[src/rtl/cpu_params_pkg.sv]
// Shared CPU sizing parameters and the write-back queue entry type.
package cpu_params_pkg;

  localparam int unsigned MAX_GPR   = 32;
  localparam int unsigned GPR_ASZ   = $clog2(MAX_GPR);
  localparam int unsigned RSZ       = 32;
  localparam int unsigned WBQ_DEPTH = 4;

  typedef struct packed {
    logic [GPR_ASZ-1:0] addr;
    logic [RSZ-1:0]     data;
  } wbq_entry_t;

endpackage

[src/rtl/rbus_intf.sv]
// GPR register-file write port shared by write-back producers and checkers.
interface RBUS_intf;
  import cpu_params_pkg::*;

  logic               Rd_wr;
  logic [GPR_ASZ-1:0] Rd_addr;
  logic [RSZ-1:0]     Rd_data;

  modport master (output Rd_wr, output Rd_addr, output Rd_data);
  modport slave  (input Rd_wr, input Rd_addr, input Rd_data);
endinterface

[src/rtl/wbq_fwd_lookup.sv]
// Pending-write mask and youngest-match forwarding over queue entries plus the Rd stage.
module wbq_fwd_lookup
  import cpu_params_pkg::*;
#(
  parameter int unsigned Depth = 4,
  localparam int unsigned PtrW = $clog2(Depth)
) (
  input  wbq_entry_t [Depth-1:0] entries_i,
  input  logic [Depth-1:0]       valid_i,
  input  logic [PtrW-1:0]        rptr_i,
  input  logic                   rd_wr_i,
  input  logic [GPR_ASZ-1:0]     rd_addr_i,
  input  logic [RSZ-1:0]         rd_data_i,
  input  logic [GPR_ASZ-1:0]     fwd_addr_i,
  output logic                   fwd_hit_o,
  output logic [RSZ-1:0]         fwd_data_o,
  output logic [MAX_GPR-1:0]     pend_mask_o
);

  logic [PtrW-1:0] idx;

  // Walk oldest to youngest so the last match wins; the Rd stage is older than any entry.
  always_comb begin
    fwd_hit_o   = 1'b0;
    fwd_data_o  = '0;
    pend_mask_o = '0;
    idx         = rptr_i;
    if (rd_wr_i) begin
      pend_mask_o[rd_addr_i] = 1'b1;
      if (rd_addr_i == fwd_addr_i) begin
        fwd_hit_o  = 1'b1;
        fwd_data_o = rd_data_i;
      end
    end
    for (int unsigned k = 0; k < Depth; k++) begin
      idx = rptr_i + PtrW'(k);
      if (valid_i[idx]) begin
        pend_mask_o[entries_i[idx].addr] = 1'b1;
        if (entries_i[idx].addr == fwd_addr_i) begin
          fwd_hit_o  = 1'b1;
          fwd_data_o = entries_i[idx].data;
        end
      end
    end
    if (fwd_addr_i == '0) begin
      fwd_hit_o  = 1'b0;
      fwd_data_o = '0;
    end
  end

endmodule

[src/rtl/gpr_wb_queue.sv]
// FIFO of GPR write-backs draining one per cycle into a registered GPR write port.
module gpr_wb_queue
  import cpu_params_pkg::GPR_ASZ, cpu_params_pkg::RSZ, cpu_params_pkg::MAX_GPR,
         cpu_params_pkg::wbq_entry_t;
#(
  parameter int unsigned WBQ_DEPTH = cpu_params_pkg::WBQ_DEPTH
) (
  input  logic               clk_in,
  input  logic               reset_in,
  input  logic               wb_valid,
  input  logic [GPR_ASZ-1:0] wb_addr,
  input  logic [RSZ-1:0]     wb_data,
  output logic               wb_ready,
  input  logic               flush_in,
  input  logic [GPR_ASZ-1:0] fwd_addr,
  output logic               fwd_hit,
  output logic [RSZ-1:0]     fwd_data,
  output logic [MAX_GPR-1:0] pend_mask,
  RBUS_intf.master           gpr_bus
);

  localparam int unsigned PtrW = $clog2(WBQ_DEPTH);
  localparam int unsigned CntW = PtrW + 1;

  wbq_entry_t [WBQ_DEPTH-1:0] entries_q, entries_d;
  logic [WBQ_DEPTH-1:0]       valid_q, valid_d;
  logic [PtrW-1:0]            wptr_q, wptr_d, rptr_q, rptr_d;
  logic [CntW-1:0]            count_q, count_d;
  logic                       rd_wr_q, rd_wr_d;
  logic [GPR_ASZ-1:0]         rd_addr_q, rd_addr_d;
  logic [RSZ-1:0]             rd_data_q, rd_data_d;

  logic               push, pop;
  logic               lk_hit;
  logic [RSZ-1:0]     lk_data;
  logic [MAX_GPR-1:0] lk_mask;

  assign wb_ready = reset_in && (count_q < CntW'(WBQ_DEPTH));
  // Writes to r0 complete the handshake but never occupy an entry.
  assign push     = wb_valid && wb_ready && !flush_in && (wb_addr != '0);
  assign pop      = (count_q != '0) && !flush_in;

  always_comb begin
    entries_d = entries_q;
    valid_d   = valid_q;
    wptr_d    = wptr_q;
    rptr_d    = rptr_q;
    count_d   = count_q;
    rd_wr_d   = pop;
    rd_addr_d = rd_addr_q;
    rd_data_d = rd_data_q;
    if (flush_in) begin
      valid_d = '0;
      wptr_d  = '0;
      rptr_d  = '0;
      count_d = '0;
    end else begin
      if (pop) begin
        rd_addr_d       = entries_q[rptr_q].addr;
        rd_data_d       = entries_q[rptr_q].data;
        valid_d[rptr_q] = 1'b0;
        rptr_d          = rptr_q + 1'b1;
      end
      if (push) begin
        entries_d[wptr_q].addr = wb_addr;
        entries_d[wptr_q].data = wb_data;
        valid_d[wptr_q]        = 1'b1;
        wptr_d                 = wptr_q + 1'b1;
      end
      count_d = count_q + CntW'(push) - CntW'(pop);
    end
  end

  always_ff @(posedge clk_in) begin
    if (!reset_in) begin
      entries_q <= '0;
      valid_q   <= '0;
      wptr_q    <= '0;
      rptr_q    <= '0;
      count_q   <= '0;
      rd_wr_q   <= 1'b0;
      rd_addr_q <= '0;
      rd_data_q <= '0;
    end else begin
      entries_q <= entries_d;
      valid_q   <= valid_d;
      wptr_q    <= wptr_d;
      rptr_q    <= rptr_d;
      count_q   <= count_d;
      rd_wr_q   <= rd_wr_d;
      rd_addr_q <= rd_addr_d;
      rd_data_q <= rd_data_d;
    end
  end

  assign gpr_bus.Rd_wr   = rd_wr_q;
  assign gpr_bus.Rd_addr = rd_addr_q;
  assign gpr_bus.Rd_data = rd_data_q;

  wbq_fwd_lookup #(
    .Depth (WBQ_DEPTH)
  ) u_fwd_lookup (
    .entries_i   (entries_q),
    .valid_i     (valid_q),
    .rptr_i      (rptr_q),
    .rd_wr_i     (rd_wr_q),
    .rd_addr_i   (rd_addr_q),
    .rd_data_i   (rd_data_q),
    .fwd_addr_i  (fwd_addr),
    .fwd_hit_o   (lk_hit),
    .fwd_data_o  (lk_data),
    .pend_mask_o (lk_mask)
  );

  // Lookup state is stale until the first reset edge, so mask it while reset is held.
  assign fwd_hit   = reset_in && lk_hit;
  assign fwd_data  = reset_in ? lk_data : '0;
  assign pend_mask = reset_in ? lk_mask : '0;

endmodule

[src/flat_wrapper.sv]
// flat-port wrapper written by rule: the top's interface ports become plain ports
module gpr_wb_queue_flat import cpu_params_pkg::GPR_ASZ, cpu_params_pkg::RSZ, cpu_params_pkg::MAX_GPR,
         cpu_params_pkg::wbq_entry_t;
#(
  parameter int unsigned WBQ_DEPTH = cpu_params_pkg::WBQ_DEPTH
)
  (clk_in, reset_in, wb_valid, wb_addr, wb_data, wb_ready, flush_in, fwd_addr, fwd_hit, fwd_data, pend_mask, gpr_bus_Rd_wr, gpr_bus_Rd_addr, gpr_bus_Rd_data);
  RBUS_intf gpr_bus_i ();
  input  logic clk_in;
  input  logic reset_in;
  input  logic wb_valid;
  input  logic [GPR_ASZ-1:0] wb_addr;
  input  logic [RSZ-1:0] wb_data;
  output logic wb_ready;
  input  logic flush_in;
  input  logic [GPR_ASZ-1:0] fwd_addr;
  output logic fwd_hit;
  output logic [RSZ-1:0] fwd_data;
  output logic [MAX_GPR-1:0] pend_mask;
  output wire logic [$bits(gpr_bus_i.Rd_wr)-1:0] gpr_bus_Rd_wr;
  output wire logic [$bits(gpr_bus_i.Rd_addr)-1:0] gpr_bus_Rd_addr;
  output wire logic [$bits(gpr_bus_i.Rd_data)-1:0] gpr_bus_Rd_data;
  assign gpr_bus_Rd_wr = gpr_bus_i.Rd_wr;
  assign gpr_bus_Rd_addr = gpr_bus_i.Rd_addr;
  assign gpr_bus_Rd_data = gpr_bus_i.Rd_data;
  gpr_wb_queue #(.WBQ_DEPTH(WBQ_DEPTH)) u_core (.clk_in(clk_in), .reset_in(reset_in), .wb_valid(wb_valid), .wb_addr(wb_addr), .wb_data(wb_data), .wb_ready(wb_ready), .flush_in(flush_in), .fwd_addr(fwd_addr), .fwd_hit(fwd_hit), .fwd_data(fwd_data), .pend_mask(pend_mask), .gpr_bus(gpr_bus_i));
endmodule
[config.mk]
export PLATFORM = sky130hd
export DESIGN_NAME = gpr_wb_queue_flat
export DESIGN_NICKNAME = d
export VERILOG_FILES = /design/src/rtl/cpu_params_pkg.sv /design/src/rtl/rbus_intf.sv /design/src/rtl/wbq_fwd_lookup.sv /design/src/rtl/gpr_wb_queue.sv /design/src/flat_wrapper.sv
export SDC_FILE = /design/constraint.sdc
export NUM_CORES = 1
export LEC_CHECK = 0
export CELL_PAD_IN_SITES_DETAIL_PLACEMENT = 0
export CELL_PAD_IN_SITES_GLOBAL_PLACEMENT = 1
export CORE_AREA = 3 3 225 227
export DETAILED_ROUTE_END_ITERATION = 16
export DIE_AREA = 0 0 228 230
export DONT_BUFFER_PORTS = 1
export MAX_ROUTING_LAYER = met4
export PLACE_DENSITY_LB_ADDON = 0.1
export SLEW_MARGIN = 20
export SYNTH_ARGS = -nofsm -noshare
export SYNTH_HDL_FRONTEND = slang
export SYNTH_HIERARCHICAL = 1
export SYNTH_SLANG_ARGS = --single-unit
[constraint.sdc]
create_clock -name clk_in -period 4.1 [get_ports clk_in]
set_input_delay 0.82 -clock clk_in [delete_from_list [all_inputs] [get_ports clk_in]]
set_output_delay 0.82 -clock clk_in [all_outputs]
set_load 0.01 [all_outputs]
Word-level counts from Yosys, hierarchy flattened:

Index checks and enable logic that the tools add are counted.

* $add $sub $neg: 6
* $lt $le $gt $ge: 18
* equality and inequality tests: 5
* muxes and demuxes: 68
* bitwise logic cells: 9
* reduce and logical (&&, ||, !) cells: 20

Operators by type and width (count)
* $mux 32: 19
* $bmux 37 s2: 4
* $bwmux 148: 2
* $mux 37: 5
* $demux 37 s2: 2
* $or 32x32->32: 4
* $lt 5x6->1 const B: 5
* $demux 1 s5: 5
* $eq 5x5->1: 5
* $ge 5x1->1 const B: 5
* $mux 1: 22
* $lt 2x3->1 const B: 5
* $logic_and 1x1->1: 13
* $mux 4: 3
* $bmux 1 s2: 4
* $logic_not 5->1: 1
* $reduce_bool 5->1: 1
* $add 2x1->2 const B: 2
* $add 2x2->2 const B: 2
* $and 4x4->4: 1
* $demux 1 s2: 2
* $ge 2x1->1 const B: 2
* $not 4->4: 1
* $or 4x4->4: 1
* 8 further kinds: 10

* register bits: 197
* input bits: 46
* word-level logic and storage cells: 141

Depth between registers and ports, before layout:

Gate-level depths: netlist of the first run.

* depth in word-level cells: 15
* depth in mapped cells: 12
* mapped depth without buffers: 10

By module:

Netlist of the first run, hierarchy kept.

By module, submodules not included
* gpr_wb_queue: times used 1, cells an instance 786, area an instance 8479.4 um^2, seq. area each 3943.8 um^2
* wbq_fwd_lookup: times used 1, cells an instance 902, area an instance 6627.6 um^2, seq. area each 0.0 um^2

Worst setup path before layout of the first run:

No wires, ideal clock.

* path kind: reg-to-output
* start point: register u_core.rptr_q[0]
* end point: output port fwd_data[12]
* data arrival time: 2.744 ns
* data required time: 3.280 ns
* setup slack: 0.536 ns
* cell stages (with the launch flop): 11
* buffers on the path: 3
* cells stage by stage: dfxtp_1 buf_2 buf_2 mux4_2 xnor2_1 o2111ai_2 buf_6 a21boi_0 a2111oi_0 nor3_1 and2_1

* cells in the longest elaborated chain, start to end: 13
* elaborated cells between the ends (all ways): 33
* classes of those cells: 3 x add/sub; 4 x eq/ne; 26 x mux

RTL lines
* start: declaration: line gpr_wb_queue.sv:27 `logic [PtrW-1:0] wptr_q, wptr_d, rptr_q, rptr_d;`
* start signal: assignment: line gpr_wb_queue.sv:88 `rptr_q <= rptr_d;`
* parallel branches: the longest is 10 deep, another holds $add 2x1->2
* $mux 32 (*): line wbq_fwd_lookup.sv:37 `if (valid_i[idx]) begin`
* $mux 32 (*): line wbq_fwd_lookup.sv:45 `if (fwd_addr_i == '0) begin`
* via u_core.lk_data[12]: line gpr_wb_queue.sv:35 `logic [RSZ-1:0] lk_data;`
* $mux 32 (*): line gpr_wb_queue.sv:117 `assign fwd_data = reset_in ? lk_data : '0;`
* end: declaration: line flat_wrapper.sv:18 `output logic [RSZ-1:0] fwd_data;`

Mark *: on every way through the listed nets, which the timed path passes. The select of a mux whose other input is x is not followed.

Final worst setup path of the first run:

* start point: register u_core.rptr_q[1]
* end point: output port fwd_data[31]

Same word-level chain as after synthesis.

==> reports/metrics.csv, run 1 <==
metric;value;unit
path_depth;13;
fin_util;36.65;%
dominantRegCellSynth;dfxtp_1;
timing.final.setup_violations;0;
fraction_of_power_consumed_by_sequential_logic;47.0;%
place.detailed.hpwl;33700;um
worstHoldPathType;flip-flop to flip-flop;
element_type_at_the_critical_path_start;flip-flop;
placed_cells_incl_taps;2258;
critical_path.top_delay_family;buffers and inverters;
cts_sinks;197;
cts.htree.levels;4;
run_status;finished, final reports clean;
fillCellCount;4990;
worst_r2r_endpoint;u_core/count_q[2];
swShare;27.85;%
dr.first_iter.drc_count;1042;
grt_start_max_net_pins;254;
clkLatencyLatePin;0.51;ns
power.density_cell_area;233.5;nW/um^2
wirelength;58020;um
fp.dieArea;52440;um^2
postSynth.asyncResetShare;0;%
p_clk_share;43.4;%
core_area;48850;um^2
ir_worst_vdd;0.2464;mV
layoutNonFillerInstCount;2346;
chipHeight;230;um
cp_data_arrival_time;3.22;ns
clk_pin_slew;0.08;ns
mostFrequentLayoutCells;278 x mux2i_1, 242 x nand2_1, 195 x dfxtp_1, 94 x nor2_1, 71 x mux4_2;
cts_tree;built;
final_min_period_over_clock_period;98.65;%
post_synth.cell_area_avg;8.950;um^2
ctsLongestPathBuffers;2;
synth-warning-count;6;
count_of_nets_after_finishing;1724;
mostFrequentLayoutCell;mux2i_1;
drc_errors;0;
detail_route.vias_per_cell;5.702;
critPathMaxStageDelay;0.42;ns
net_count_after_synthesis;1745;
post_drt_wl_per_cell;24.73;um
path_cells;buf_4 -> buf_12 -> mux4_2 -> xnor2_2 -> and4_4 -> nand2_8 -> buf_12 -> buf_12 -> and3_1 -> o21ai_1 -> a211oi_1 -> buf_4 -> and2_4;
synth-edff-count;0;
critical_path.startpoint;u_core/rptr_q[1];
ports_placed_on_the_boundary;150;
ant_nets;0;
critPathCaptureType;output pin;
sequential_cell_area;3951;um^2
synth_sequential_area_ratio;26.11;%
critical-path-top-cell-by-count;buf_12;
place_congestion;0.8535;
grt_pass1_vias;12930;
final_layout_size_suffix_gt1_share;23.10;%
buffering_stage_count_on_the_worst_path_with_inverters_included;5;
cts_inserted_buffers;17;
final.setup.tns;0;ns
worstReg2RegStart;u_core/count_q[2];
tightestPinTransition;0.9801;ns
groute.usage.overall;20.99;%
rsz_0062_raised_after_global_routing;yes;
critical_path_class;flip-flop to output pin;
report.final.slew_viol_count;0;
std_cell_rows;81;
worstSetupEndpoint;fwd_data[31];
critical_path.max_fanout;14;
grt_remaining_overflow;0;
p_sw;0.001164;W
syn2layout_area_growth;18.50;%
fin_skew;0.02151;ns
postSynthCellCount;1688;
clk_root_buffer_cell;clkbuf_16;
cell_internal_pwr;0.003016;W
initial_utilization;30.93;%
fmax;247.2;MHz
multi_input_comb_area;11030;um^2
grt_first_pass_wirelength;82750;um
power.share.combinational;9.6;%
worst_ep_required_time;3.28;ns
timing.reg2reg.worst_path_depth;10;
vias;13380;
hold_viol_final;0;
max-cap-violations;0;
port-buffer-count;0;
antenna_found_initial;3;
post_cts_hold_buffer_count;0;
finalWorstPathRequiredPeriod;4.045;ns
synth.ff_latch_count;197;
ys_types;56;
maxSlewHeadroom;34.66;%
static-leakage-power;7.138;nW
dieWidth;228;um
reg2reg_setup_slack;1.35;ns
syn-cell-area;15110;um^2
detail_route.first_pass.iterations;6;
crit_path_top_delay_cell;dfxtp_4;
-- what timing repair did --
item / in CTS / in global routing
pin swaps: 15 / 42
gates cloned: 3 / 11
setup endpoints to repair: 49 / 33
gates resized for setup: 35 / 140
setup buffers: 19 / 24
-- power groups by stage --
| stage | logic [W] | clock network (W) | registers [W] |
|---|---|---|---|
| 6_report | 0.000401 | 0.00182 | 0.00196 |
| 5_1_grt | 0.000431 | 0.00195 | 0.00197 |
| 4_1_cts | 0.000371 | 0.00188 | 0.00196 |
| 3_5_place_dp | 0.000355 | 0 | 0.00201 |
| 3_3_place_gp | 0.000355 | 0 | 0.00201 |
| 2_1_floorplan | 0.000293 | 0 | 0.00200 |
-- tightest hold or removal path, delay by kind of cell, from the launching register on --
kind	cells	cell delay [ns]
and+or+nand+nor	1	0.06
muxes	1	0.05
DFF	1	0.33
-- flip-flops by register name, indices dropped and copies added (netlist names) --
signal	count
u_core/count_q	3
u_core/entries_q	148
u_core/gpr_bus.Rd_addr	5
u_core/gpr_bus.Rd_data	32
u_core/gpr_bus.Rd_wr	1
u_core/rptr_q	2
u_core/valid_q	4
u_core/wptr_q	2
-- area by class of cell --
type | instances | area share, %
Antenna cell | 2 | 0.02796
Timing Repair Buffer | 111 | 7.995
Inverter | 12 | 0.2586
Clock buffer | 17 | 2.376
Tap cell | 664 | 4.641
Multi-Input combinational cell | 1328 | 61.62
Sequential cell | 197 | 22.07
Clock inverter | 15 | 1.006
-- how the worst min path moves through the flow --
stage                            endpoint  cells after the start  slack [ns]                   from
finish               u_core/entries_q[64]                      2        0.49   u_core/entries_q[64]
detailed placement  u_core/entries_q[113]                      2        0.48  u_core/entries_q[113]
CTS                 u_core/entries_q[141]                      2        0.47               reset_in
global placement     u_core/entries_q[55]                      2        0.47   u_core/entries_q[55]
floorplan           u_core/entries_q[126]                      2        0.46  u_core/entries_q[126]
global route         u_core/entries_q[94]                      2        0.51   u_core/entries_q[94]
-- logic make-up after synthesis --
| family | after synthesis | synth area share (%) |
|---|---|---|
| AOI/OAI and AO/OA | 311 | 15.02 |
| adders and majority gates | 11 | 0.9607 |
| muxes | 405 | 33.17 |
| and+or+nand+nor | 570 | 17.59 |
| buffers and inverters | 163 | 5.350 |
| xor gates and xnor gates | 31 | 1.797 |
| DFF | 197 | 26.11 |
-- cells in the mapped netlist, drive strengths merged, types with 7 or more instances --
library cell	count	share of area (%)
mux2i	295	20
nand2	243	6.0
dfxtp	197	26
a211oi	100	5.0
nor2	97	2.4
clkbuf	80	2.0
buf	71	3.1
mux4	71	11
and2	68	2.8
a22oi	62	3.1
o21ai	62	2.1
nor3	50	1.7
and3	43	1.8
mux2	39	2.9
a22o	37	2.1
nand3	37	1.2
xnor2	21	1.2
inv	12	0.30
a31o	11	0.64
ha	10	0.83
xor2	10	0.58
o211ai	9	0.58
nor2b	7	0.29
-- per-stage QoR --
stage	area, um^2	setup slack [ns]	power [W]	hold slack [ns]
2_1_floorplan	15110	0.5361	0.002292	0.4572
3_3_place_gp	15870	0.2516	0.002364	0.4708
3_5_place_dp	15870	0.2469	0.002365	0.4806
4_1_cts	16870	0.002385	0.004219	0.4669
5_1_grt	17900	-0.06783	0.004348	0.5120
6_report	17900	0.05539	0.004180	0.4854
-- layer usage --
layer  up-vias  wire [um]  global-route usage [%]
met5         -          0                       -
met4         0       1259                   6.433
met2       437      26050                   31.51
met3        64       3225                   4.348
li1       6234          -                       -
met1      6643      27480                   28.41
Power figures use the tool's default switching activity.
==> inputs of run 2 (changes only) <==
Settings changed: ABC_AREA set to 1, ABC_CLOCK_PERIOD_IN_PS set to 4100, CORE_AREA 3 3 225 227 to 3 3 246 248, DIE_AREA 0 0 228 230 to 0 0 249 251.
==> reports/metrics.csv, run 2 <==
metric;value;unit;change
detail_route.first_pass.iterations;6;;unchanged
synth.ff_latch_count;197;;unchanged
clk_root_buffer_cell;clkbuf_16;;
highest-signal-layer;met4;;
largest_register_ffs;148;;unchanged
ys_types;32;;-43%
timing.final.setup_violations;0;;unchanged
max-cap-violations;0;;unchanged
fp.dieArea;62500;um^2;+19%
cp_data_arrival_time;3.03;ns;-0.19 ns
place.detailed.hpwl;48800;um;+45%
final_layout_size_suffix_gt1_share;5.030;%;-18 points
finalWorstPathRequiredPeriod;3.853;ns;-0.1916 ns
regMostFlops;u_core/entries_q;;
power.density_cell_area;235.7;nW/um^2;+0.94%
fin_skew;0.01283;ns;-0.008679 ns
mostFrequentLayoutCell;nand2_1;;
post_synth.cell_area_avg;5.285;um^2;-41%
final_design_area_no_fill;19260;um^2;+7.6%
dominantRegCellSynth;dfxtp_1;;
tightestPinTransition;0.9494;ns;-0.03070 ns
detail_route.vias_per_cell;4.844;;-15%
grt_remaining_overflow;0;;unchanged
fillCellCount;6701;;+34%
syn2layout_area_growth;6.388;%;
yosysMostFrequentCell;nand2_1;;
worst_ep_required_time;3.28;ns;about the same
drc_errors;0;;unchanged
cts_tree;built;;
final.setup.tns;0;ns;unchanged
count_of_nets_after_finishing;3344;;+94%
synth_sequential_area_ratio;21.79;%;-4.3 points
place_congestion;0.8805;;+3.2%
critPathCaptureType;output pin;;
grt_pass1_vias;18040;;+40%
timing.reg2reg.worst_path_depth;12;;+2
static-leakage-power;9.039;nW;+27%
final_min_period_over_clock_period;93.98;%;-4.7 points
port-buffer-count;0;;unchanged
maxSlewHeadroom;36.71;%;+2.0 points
cts.htree.levels;4;;unchanged
critical_path_class;flip-flop to output pin;;
finalHoldWorstSlack;0.4609;ns;-0.02441 ns
synth-warning-count;6;;unchanged
syn-cell-area;18100;um^2;+20%
synth_area_leaders;dfxtp_1 22%, nand2_1 21%, inv_1 13%;;
clk_pin_slew;0.07;ns;about the same
ir_worst_vdd;0.3379;mV;+37%
grt_start_max_net_pins;253;;-0.39%
element_type_at_the_critical_path_start;flip-flop;;
synth.top_cell.area_share;21.79;%;-4.3 points
clkLatencyLatePin;0.50;ns;about the same
mostFrequentLayoutCells;1008 x nand2_1, 617 x inv_1, 461 x nor2_1, 346 x o21ai_0, 195 x dfxtp_1;;
net_count_after_synthesis;3482;;+100%
ant_nets;0;;unchanged
wirelength;72330;um;+25%
postSynth.asyncResetShare;0;%;unchanged
fmax;259.5;MHz;+5.0%
run_status;finished, final reports clean;;
ports_placed_on_the_boundary;150;;unchanged
area_after_detailed_placement;18550;um^2;+17%
rsz_0062_raised_after_global_routing;no;;
cts_inserted_buffers;17;;unchanged
dieWidth;249;um;+9.2%
hold_viol_final;0;;unchanged
worstHoldPathType;flip-flop to flip-flop;;
postSynthCellCount;3425;;+100%
dp_slack;0.4132;ns;+0.1663 ns
groute.usage.overall;23.42;%;+2.4 points
setup_slack;0.2470;ns;+0.1916 ns
depth_of_the_worst_hold_timing_path;2;;unchanged
vias;19730;;+48%
grt_first_pass_wirelength;111000;um;+34%
core_area;58690;um^2;+20%
initial_utilization;30.84;%;-0.083 points
dr.first_iter.drc_count;1372;;+32%
synth-edff-count;0;;unchanged
ys_top_cells_by_count;1010 x nand2_1, 618 x inv_1, 462 x nor2_1;;
ctsLongestPathBuffers;2;;unchanged
std_cell_rows;89;;+9.9%
post_cts_hold_buffer_count;0;;unchanged
post_drt_wl_per_cell;17.75;um;-28%
routedLengthMet1;34570;um;+26%
chipHeight;251;um;+9.1%
report.final.slew_viol_count;0;;unchanged
wl_met3;3490;um;+8.2%
yosys.area.top_type;dfxtp_1;;
cts_sinks;197;;unchanged
critical_path.max_fanout;18;;+4
fin_util;32.81;%;-3.8 points
antenna_found_initial;1;;-2
met2RoutedLength;33430;um;+28%
-- run 2: per-stage QoR --
step / total power (W) / cells
global placement: 0.002751 / 4037
CTS: 0.004620 / 4070
floorplan: 0.002589 / 3425
finish: 0.004538 / 4074
global route: 0.004795 / 4074
detailed placement: 0.002756 / 4037
-- run 2: per-layer routing --
metal,up-vias,global-route usage [%]
li1,10340,-
met1,8877,30.92
met2,456,37.88
met5,-,-
met4,0,4.536
met3,58,3.983
-- run 2: worst paths after layout --
path,from,to,slack (ns)
hold reg to reg,u_core/valid_q[1],u_core/valid_q[1],0.46
hold / removal,u_core/valid_q[1],u_core/valid_q[1],0.46
setup / recovery,u_core/rptr_q[1],fwd_data[21],0.25
setup reg to reg,u_core/count_q[2],u_core/count_q[2],1.97
-- run 2: logic make-up after synthesis --
group / Yosys count / synth area share [%]
adder cells (fa/ha/maj): 11 / 0.8019
XOR/XNOR: 4 / 0.1936
buffers and inverters: 874 / 19.74
flip-flops: 197 / 21.79
AO/OA/AOI/OAI: 565 / 17.05
AND/OR/NAND/NOR: 1774 / 40.43
-- run 2: cell type report --
| type | instances | area [um^2] | area share [%] |
|---|---|---|---|
| antenna | 1 | 2.502 | 0.01300 |
| sequential | 197 | 3951 | 20.52 |
| tap | 773 | 967.2 | 5.023 |
| inverter | 641 | 2421 | 12.57 |
| clock buffer | 20 | 446.7 | 2.320 |
| multi-input combinational | 2354 | 10680 | 55.46 |
| clock inverter | 12 | 143.9 | 0.7472 |
| timing repair buffer | 75 | 634.4 | 3.294 |
| timing repair inverter | 1 | 8.758 | 0.04548 |
-- run 2: what timing repair did --
item / CTS / global route
gates resized for setup: 10 / 14
buffers inserted: 1 / 2
cloned: 0 / 1
pin swaps: 0 / 1
setup endpoints to repair: 32 / 34
-- run 2: power breakdown --
group | internal (W) | switching (W) | total, W | leakage (nW)
Sequential | 0.00196 | 0.0000671 | 0.00203 | 1.59
Combinational | 0.000199 | 0.000494 | 0.000693 | 7.15
Clock | 0.000929 | 0.000890 | 0.00182 | 0.289
-- run 2: worst max-delay path, cell delays in order, from the launching register on --
cell and delay [ns]:
dfxtp_4 0.38, inv_4 0.18, nand2_1 0.09, nand2_2 0.13, buf_4 0.23, nand2_1 0.10
o21ai_2 0.10, nand2_1 0.09, a21oi_1 0.21, nand3_2 0.19, inv_2 0.12, buf_6 0.20
nor2_1 0.07, a21oi_1 0.24, nand2_1 0.08, inv_1 0.11
==> inputs of run 3 (changes only) <==
Settings changed: PLACE_DENSITY set to 0.59, PLACE_DENSITY_LB_ADDON 0.1 to unset.
==> reports/metrics.csv, run 3 (synthesized netlist as in run 2, its figures left out) <==
metric;value;unit;change
wirelength;74800;um;+3.4%
cts_tree;built;;
grt_first_pass_wirelength;111300;um;+0.31%
place.detailed.hpwl;47130;um;-3.4%
rsz_0062_raised_after_global_routing;no;;
critical_path.max_fanout;27;;+9
antenna_found_initial;3;;+2
chipHeight;251;um;unchanged
dieWidth;249;um;unchanged
clk_root_buffer_cell;clkbuf_16;;
cts_inserted_buffers;17;;unchanged
timing.final.setup_violations;0;;unchanged
cp_data_arrival_time;3.05;ns;+0.02 ns
detail_route.vias_per_cell;4.934;;+1.9%
ports_placed_on_the_boundary;150;;unchanged
mostFrequentLayoutCells;1007 x nand2_1, 617 x inv_1, 461 x nor2_1, 346 x o21ai_0, 195 x dfxtp_1;;
detail_route.first_pass.iterations;5;;-1
initial_utilization;30.84;%;unchanged
dp_slack;0.3707;ns;-0.04251 ns
worst_ep_required_time;3.28;ns;about the same
drc_errors;0;;unchanged
fin_skew;0.01528;ns;+0.002449 ns
fp.dieArea;62500;um^2;unchanged
clk_pin_slew;0.08;ns;about the same
setup_slack;0.2335;ns;-0.01350 ns
timing.reg2reg.worst_path_depth;12;;unchanged
port-buffer-count;0;;unchanged
ant_nets;0;;unchanged
cts.htree.levels;4;;unchanged
run_status;finished, final reports clean;;
ir_worst_vdd;0.3460;mV;+2.4%
crit_path_top_delay_cell;dfxtp_4;;
maxSlewHeadroom;38.73;%;+2.0 points
power.density_cell_area;233.6;nW/um^2;-0.88%
hold_viol_final;0;;unchanged
post_drt_wl_per_cell;18.33;um;+3.2%
max-cap-violations;0;;unchanged
static-leakage-power;9.116;nW;+0.85%
syn2layout_area_growth;7.563;%;
place_congestion;0.8952;;+1.7%
depth_of_the_worst_hold_timing_path;2;;unchanged
worstHoldPathType;flip-flop to flip-flop;;
groute.usage.overall;23.40;%;about the same
clkLatencyLatePin;0.50;ns;about the same
post_cts_hold_buffer_count;0;;unchanged
cts_sinks;197;;unchanged
final_design_area_no_fill;19470;um^2;+1.1%
critPathCaptureType;output pin;;
path_cells;inv_4 -> nand2_1 -> nand2_4 -> buf_12 -> nand2_1 -> nand3_1 -> nand2_1 -> nor2_1 -> nand3_4 -> clkbuf_16 -> nand3_1 -> nand2_1 -> a21oi_1 -> nand2_1 -> inv_1;;
fin_util;33.17;%;+0.36 points
critical-path-top-cell-by-count;nand2_1;;
buffering_stage_count_on_the_worst_path_with_inverters_included;4;;-1
tightestPinTransition;0.9191;ns;-0.03029 ns
final_min_period_over_clock_period;94.31;%;+0.33 points
critPathMaxStageDelay;0.40;ns;+0.02 ns
grt_remaining_overflow;0;;unchanged
fmax;258.6;MHz;-0.35%
path_depth;15;;unchanged
finalWorstPathRequiredPeriod;3.867;ns;+0.01350 ns
area_after_detailed_placement;18510;um^2;-0.19%
largest_register_ffs;148;;unchanged
grt_pass1_vias;18480;;+2.5%
critical_path_class;flip-flop to output pin;;
mostFrequentLayoutCell;nand2_1;;
vias;20130;;+2.0%
grt_start_max_net_pins;253;;unchanged
ctsLongestPathBuffers;2;;unchanged
report.final.slew_viol_count;0;;unchanged
count_of_nets_after_finishing;3349;;+0.15%
core_area;58690;um^2;unchanged
final_layout_size_suffix_gt1_share;5.234;%;+0.20 points
critical_path.top_delay_family;simple AND/OR/NAND/NOR gates;;
regMostFlops;u_core/entries_q;;
dr.first_iter.drc_count;1522;;+11%
element_type_at_the_critical_path_start;flip-flop;;
fillCellCount;6674;;-0.40%
std_cell_rows;89;;unchanged
## run 3: cell types whose count changed in the layout (fill, tap and decap cells not counted), moves of 3 or more
cell,delta
clkbuf_16,+4
clkinv_4,+3
buf_6,-3
buf_12,+7
## run 3: final cells by class
class | count | area, um^2 | area share [%]
well taps | 773 | 967.2 | 4.968
diodes | 3 | 7.507 | 0.03856
inverters | 641 | 2426 | 12.46
clock inverters | 13 | 138.9 | 0.7134
clock buffers | 19 | 454.2 | 2.333
flip-flops and latches | 197 | 3951 | 20.30
multi-input cells | 2355 | 10720 | 55.06
repair buffers | 80 | 803.3 | 4.126
## run 3: worst paths after layout
kind | startpoint | end | slack, ns
max | u_core/rptr_q[1] | fwd_data[23] | 0.23
min | u_core/valid_q[3] | u_core/valid_q[3] | 0.48
max reg2reg | u_core/count_q[2] | u_core/count_q[2] | 1.73
min reg2reg | u_core/valid_q[3] | u_core/valid_q[3] | 0.48
## run 3: metal layers
metal,global-route usage [%],share of wire [%],vias to the layer above,routed length [um]
met5,-,0,-,0
met4,6.920,2.5,0,1872
met3,3.652,5.1,94,3801
met2,38.69,47,569,35270
met1,29.52,45,9114,33860
li1,-,-,10360,-
## run 3: stage by stage
step	TNS (ns)	power (W)	std cells	hold slack, ns
2_1_floorplan	0	0.002589	3425	0.4392
3_3_place_gp	0	0.002743	4023	0.4528
3_5_place_dp	0	0.002751	4023	0.4562
4_1_cts	-0.004120	0.004611	4063	0.4250
5_1_grt	0	0.004788	4081	0.4475
6_report	0	0.004548	4081	0.4791
## run 3: where the power goes
part           total (W)  switching (W)  internal, W
Sequential       0.00203      0.0000686      0.00196
Combinational   0.000706       0.000497     0.000209
Clock            0.00181       0.000921     0.000894
Total            0.00455        0.00149      0.00306
## run 3: timing repair
| item | CTS | global route |
|---|---|---|
| pin swaps | 3 | 3 |
| setup endpoints to repair | 53 | 53 |
| resized for setup | 7 | 21 |
| gates cloned | 0 | 5 |
| setup buffers | 8 | 10 |
## run 3: worst reg2reg max path, stage by stage (launching register included)
cell and delay (ns):
dfxtp_1 0.34, inv_1 0.08, nand2_1 0.12, nor2_8 0.39, nand2_1 0.21, ha_1 0.32
inv_1 0.06, ha_1 0.13, inv_1 0.04, fa_1 0.35, inv_1 0.07, o21ai_0 0.08
a21oi_1 0.12
